--- src/rtl/uart_rx.sv ---
// 8N1 UART receiver: oversampled, LSB-first, one-byte holding buffer with a
// sticky ready flag and a read-to-clear ren/data/ready register interface.
module uart_rx #(
  parameter int CLK_HZ     = 50_000_000,
  parameter int BAUD       = 115200,
  parameter int OVERSAMPLE = 16
) (
  input  logic       clk,
  input  logic       reset,
  input  logic       rx,
  input  logic       ren,
  output logic [7:0] data,
  output logic       ready,
  output logic       frame_err,
  output logic       overrun,
  output logic [2:0] dbg_state,
  output logic       dbg_tick
);

  localparam int TICK_DIV = CLK_HZ / (BAUD * OVERSAMPLE);
  localparam int TW       = (TICK_DIV > 1) ? $clog2(TICK_DIV) : 1;
  localparam int SW       = $clog2(OVERSAMPLE);

  localparam logic [TW-1:0] TICK_LAST = TW'(TICK_DIV - 1);
  localparam logic [SW-1:0] SMP_LAST  = SW'(OVERSAMPLE - 1);
  localparam logic [SW-1:0] SMP_MID   = SW'(OVERSAMPLE / 2 - 1);

  typedef enum logic [2:0] {
    S_IDLE  = 3'd0,
    S_START = 3'd1,
    S_DATA  = 3'd2,
    S_STOP  = 3'd3,
    S_BRK   = 3'd4
  } state_t;

  logic          rx_meta;
  logic          rx_sync;
  logic [TW-1:0] tick_cnt;
  logic          tick;

  state_t        state_q;
  state_t        state_d;
  logic [SW-1:0] smp_q;
  logic [SW-1:0] smp_d;
  logic [2:0]    bit_q;
  logic [2:0]    bit_d;
  logic [7:0]    shift_q;
  logic [7:0]    shift_d;
  logic          load_now;
  logic          ferr_now;

  // Two-flop synchronizer; flops come out of reset at the idle line level.
  always_ff @(posedge clk or negedge reset) begin
    if (!reset) begin
      rx_meta <= 1'b1;
      rx_sync <= 1'b1;
    end else begin
      rx_meta <= rx;
      rx_sync <= rx_meta;
    end
  end

  assign tick = (tick_cnt == TICK_LAST);

  always_ff @(posedge clk or negedge reset) begin
    if (!reset) begin
      tick_cnt <= '0;
    end else if (tick) begin
      tick_cnt <= '0;
    end else begin
      tick_cnt <= tick_cnt + 1'b1;
    end
  end

  always_ff @(posedge clk or negedge reset) begin
    if (!reset) begin
      state_q <= S_IDLE;
      smp_q   <= '0;
      bit_q   <= '0;
      shift_q <= '0;
    end else begin
      state_q <= state_d;
      smp_q   <= smp_d;
      bit_q   <= bit_d;
      shift_q <= shift_d;
    end
  end

  // Each state counts ticks from zero on entry; the sample point is the last
  // tick of the interval (half a bit for START, a full bit otherwise).
  always_comb begin
    state_d  = state_q;
    smp_d    = smp_q;
    bit_d    = bit_q;
    shift_d  = shift_q;
    load_now = 1'b0;
    ferr_now = 1'b0;
    if (tick) begin
      case (state_q)
        S_IDLE: begin
          if (!rx_sync) begin
            state_d = S_START;
            smp_d   = '0;
          end
        end
        S_START: begin
          if (smp_q == SMP_MID) begin
            smp_d   = '0;
            bit_d   = '0;
            state_d = rx_sync ? S_IDLE : S_DATA;
          end else begin
            smp_d = smp_q + 1'b1;
          end
        end
        S_DATA: begin
          if (smp_q == SMP_LAST) begin
            smp_d   = '0;
            shift_d = {rx_sync, shift_q[7:1]};
            bit_d   = bit_q + 3'd1;
            if (bit_q == 3'd7) begin
              state_d = S_STOP;
            end
          end else begin
            smp_d = smp_q + 1'b1;
          end
        end
        S_STOP: begin
          if (smp_q == SMP_LAST) begin
            smp_d = '0;
            if (rx_sync) begin
              load_now = 1'b1;
              state_d  = S_IDLE;
            end else begin
              ferr_now = 1'b1;
              state_d  = S_BRK;
            end
          end else begin
            smp_d = smp_q + 1'b1;
          end
        end
        S_BRK: begin
          if (rx_sync) begin
            state_d = S_IDLE;
          end
        end
        default: state_d = S_IDLE;
      endcase
    end
  end

  // Handshake: ready=1 means data holds an unconsumed byte. A ren pulse while
  // ready=1 consumes it (ready and overrun drop next clk, data is kept); ren
  // while ready=0 is ignored. A new byte always loads; if it lands on an
  // unconsumed byte without ren in the same clk, overrun sets and stays set.
  always_ff @(posedge clk or negedge reset) begin
    if (!reset) begin
      data      <= '0;
      ready     <= 1'b0;
      frame_err <= 1'b0;
      overrun   <= 1'b0;
    end else begin
      frame_err <= ferr_now;
      if (load_now) begin
        data    <= shift_q;
        ready   <= 1'b1;
        overrun <= ren ? 1'b0 : (overrun | ready);
      end else if (ren && ready) begin
        ready   <= 1'b0;
        overrun <= 1'b0;
      end
    end
  end

  assign dbg_state = state_q;
  assign dbg_tick  = tick;

endmodule
--- config.mk ---
export PLATFORM = sky130hd
export DESIGN_NAME = uart_rx
export DESIGN_NICKNAME = d
export VERILOG_FILES = /design/src/rtl/uart_rx.sv
export SDC_FILE = /design/constraint.sdc
export NUM_CORES = 1
export LEC_CHECK = 0
export ABC_AREA = 1
export BUFFER_PORTS_ARGS = -buffer_cell sky130_fd_sc_hd__buf_4
export CORE_ASPECT_RATIO = 1.1
export CORE_MARGIN = 4
export CORE_UTILIZATION = 44
export DETAILED_ROUTE_END_ITERATION = 12
export GPL_TIMING_DRIVEN = 0
export HOLD_SLACK_MARGIN = 0.08
export MAX_ROUTING_LAYER = met4
export SYNTH_ARGS = -nofsm -noshare
export SYNTH_HDL_FRONTEND = slang
export SYNTH_SLANG_ARGS = --single-unit
--- constraint.sdc ---
create_clock -name clk -period 1.85 [get_ports clk]
set_input_delay 0.37 -clock clk [delete_from_list [all_inputs] [get_ports clk]]
set_output_delay 0.37 -clock clk [all_outputs]
set_load 0.005 [all_outputs]
==> results.yml <==
logic_synthesis:
  synth.net_count: 197
  yosys.cell_count.top_type: "sky130_fd_sc_hd__nand2_1"
  synth.cells.most_frequent: "sky130_fd_sc_hd__nand2_1 (42), sky130_fd_sc_hd__dfrtp_1 (34), sky130_fd_sc_hd__o21ai_2 (17)"
  yosys.area.top_type_share_pct: 47.0
  synth.yosys.seq_area_share_pct: 49.9
  ys_ff_latch: 36
  yosys_most_used_dff: "sky130_fd_sc_hd__dfrtp_1"
  synth_largest_area_cell: "sky130_fd_sc_hd__dfrtp_1"
  netlist-cell-type-count: 26
  synth.top_cells.by_area: "sky130_fd_sc_hd__dfrtp_1 (47%), sky130_fd_sc_hd__nand2_1 (8.7%), sky130_fd_sc_hd__o21ai_2 (8.2%), sky130_fd_sc_hd__ha_1 (3.5%), sky130_fd_sc_hd__inv_1 (3.3%)"
  ys_warn_count: 0
  postSynthAreaPerCell_um2: 9.63
  mappedNetlistArea_um2: 1810
  synth_enable_flop_cells: 0
  share_of_synthesized_registers_carrying_an_async_set_or_reset_pct: 100
  postSynthCellCount: 188
floorplan:
  core_box_area_um2: 3960
  initial_core_util_pct: 45.7
  io_pins: 19
  floorplan.die_area_um2: 5210
  chipHeight_um: 75.3
  rows: 24
  die_width_um: 69.2
power:
  vdd.ir_drop.worst_mv: 0.514
  leakagePower_nw: 1.04
  internal_power_w: 0.00120
  power_density_nw_per_um2: 704
  p_comb_share_pct: 2.8
  net-switching-power_w: 0.000316
  seqPwrFrac_pct: 52.4
  netSwitchingFraction_pct: 20.8
  power_frac_clock_pct: 44.8
place:
  dp_hpwl_mm: 2.37
  finalWeightedCongestion: 0.924
  preCtsSetupSlack_ns: 0.257
  place.port_buffers: 18
cts:
  cts.path.max_buffers: 2
  clkTransAtPathRegs_ns: 0.07
  cts_buffers: 5
  tritoncts_num_sinks: 36
  root_buffer: "sky130_fd_sc_hd__clkbuf_8"
  cts_tree: "done"
  clock_latency_ns: 0.29
  cts.htree.levels: 2
setup_path:
  critical_path.max_fanout: 4
  crit_type: "reg2out"
  cp-end-kind: "output pin"
  startpoint_type: "register"
  timing.critical_path.arrival_ns: 1.38
  worst_ep_required_ns: 1.48
cells_and_area:
  num_antenna_cells: 0
  layout.core_utilization_pct: 54.4
  drive_above_1_share_pct: 35.8
  layout_overhead_on_the_synthesized_area_pct: 19.1
  num-nets-final: 226
  layout.filler_cells: 377
timing:
  tns_ns: 0
  timing_worst_slew_pin_value_ns: 0.458
  final_hold_viol_count: 0
  timing.final.max_slew_violations: 0
  grt_setup_unrepaired: "false"
  timing.final.crit_share_pct: 94.4
  final_worst_clock_skew_ns: 0.00959
  max_slew_margin_pct: 69.5
  final.min_clock_period_ns: 1.75
  setup_slack_ns: 0.104
  achievable-frequency_ghz: 0.573
  setup_viol: 0
global_route:
  globalRoute.totalOverflow: 0
  grt_busiest_layer: "met2"
  gr-usage-all-layers_pct: 15.0
  grt_use_met2_pct: 24.5
  met1_track_demand_over_resource_in_global_routing_pct: 17.6
  grt_first_pass_wirelength_mm: 6.04
  grt_use_met3_pct: 4.14
  maximum_number_of_pins_on_one_net_before_global_route_repair: 37
  via_count_of_the_first_global_routing_pass: 1313
  antenna_found_initial: 0
drt:
  drc_errors: 0
  drt_iter0_drc: 49
  vias: 1313
  final_antenna_net_count: 0
  drt-total-wl_mm: 3.35
  wl_per_cell_um: 12.4
  drtPass1Iterations: 4
  via_per_inst: 4.86
run_status:
  run_status: "complete, no violations"
job:
  maxCapViolCount: 0
min_path:
  timing.hold.worst.class: "in2reg"
cells by family (layout without fill, tap and decap cells):
group	Yosys count	after routing	share of synthesized area, %
AO/OA/AOI/OAI	28	28	11.4
buffers and inverters	25	55	6.43
adder cells (fa/ha/maj)	5	5	3.46
XOR/XNOR	3	3	1.45
flip-flops	36	36	49.9
AND/OR/NAND/NOR	91	91	27.4
per-layer routing:
metal	up-vias	part of all wire, %
met2	25	50
met3	8	3.7
met4	0	2.0
met1	622	45
li1	658	-
met5	-	0
repair_timing:
| action | CTS | global route |
|---|---|---|
| buffers inserted | 1 | 2 |
| endpoints found under the setup margin | 1 | 1 |
| resized for setup | 1 | 0 |
| pin swaps | 0 | 1 |
| hold buffers | 1 | 0 |
| endpoints found under the hold margin | 34 | 0 |
| cloned | 0 | 0 |
layout by cell type (no fill, tap or decap), drive strengths merged, types with 2 or more instances in the layout:
| master | n |
|---|---|
| clkbuf | 5 |
| or2 | 2 |
| nor2 | 23 |
| nor3 | 2 |
| inv | 22 |
| ha | 5 |
| dfstp | 2 |
| nand3 | 13 |
| buf | 24 |
| a21oi | 4 |
| nand4 | 3 |
| xor2 | 3 |
| o21ai | 23 |
| nand2 | 47 |
| dfrtp | 34 |
registers in the layout, summed over array words and instances, names as in the netlist:
signal / cells
ready: 1
data: 8
frame_err: 1
rx_sync: 1
dbg_state: 3
bit_q: 3
tick_cnt: 5
overrun: 1
smp_q: 4
shift_q: 8
rx_meta: 1
through the flow:
stage	instance area, um2	instances	hold slack (ns)	total power (W)
after floorplan	1810	188	0.0744	0.000825
after global placement	2010	258	0.346	0.000852
after detailed placement	2010	258	0.348	0.000853
after CTS	2140	268	0.175	0.00155
after global routing	2160	270	0.172	0.00158
final	2160	270	0.187	0.00152
critical path: stages, from the launching register on:
cell and delay (ns):
sky130_fd_sc_hd__dfrtp_1 0.41, sky130_fd_sc_hd__inv_1 0.07, sky130_fd_sc_hd__ha_2 0.21, sky130_fd_sc_hd__nand2_2 0.08, sky130_fd_sc_hd__nor2_4 0.13, sky130_fd_sc_hd__buf_6 0.11
sky130_fd_sc_hd__buf_4 0.09
final cells by class:
class	instances	area [um2]	share of cell area (%)
sequential	36	903	41.9
tap	52	65.1	3.02
inverter	22	82.6	3.83
timing repair buffer	22	168	7.77
buffer	3	33.8	1.57
clock inverter	3	42.5	1.97
clock buffer	5	68.8	3.19
multi-input combinational	127	793	36.8
final timing paths:
check                            startpoint           end  slack (ns)  cells past startpoint
worst max-delay path            tick_cnt[0]      dbg_tick        0.10                      6
worst min-delay path                     rx       rx_meta        0.19                      1
worst max register to register  tick_cnt[0]  dbg_state[2]        0.28                     10
worst min register to register      rx_meta       rx_sync        0.36                      0
max in group asynchronous             reset       rx_meta        0.93                      2
min in group asynchronous             reset      smp_q[0]        0.58                      2
power groups by stage:
stage	registers, W	clock network [W]	logic [W]
detailed placement	0.000811	0	0.0000423
CTS	0.000795	0.000708	0.0000441
floorplan	0.000810	0	0.0000155
finish	0.000795	0.000680	0.0000425
global placement	0.000811	0	0.0000418
global route	0.000796	0.000737	0.0000490
No activity file was read; power rests on OpenSTA's default activity.
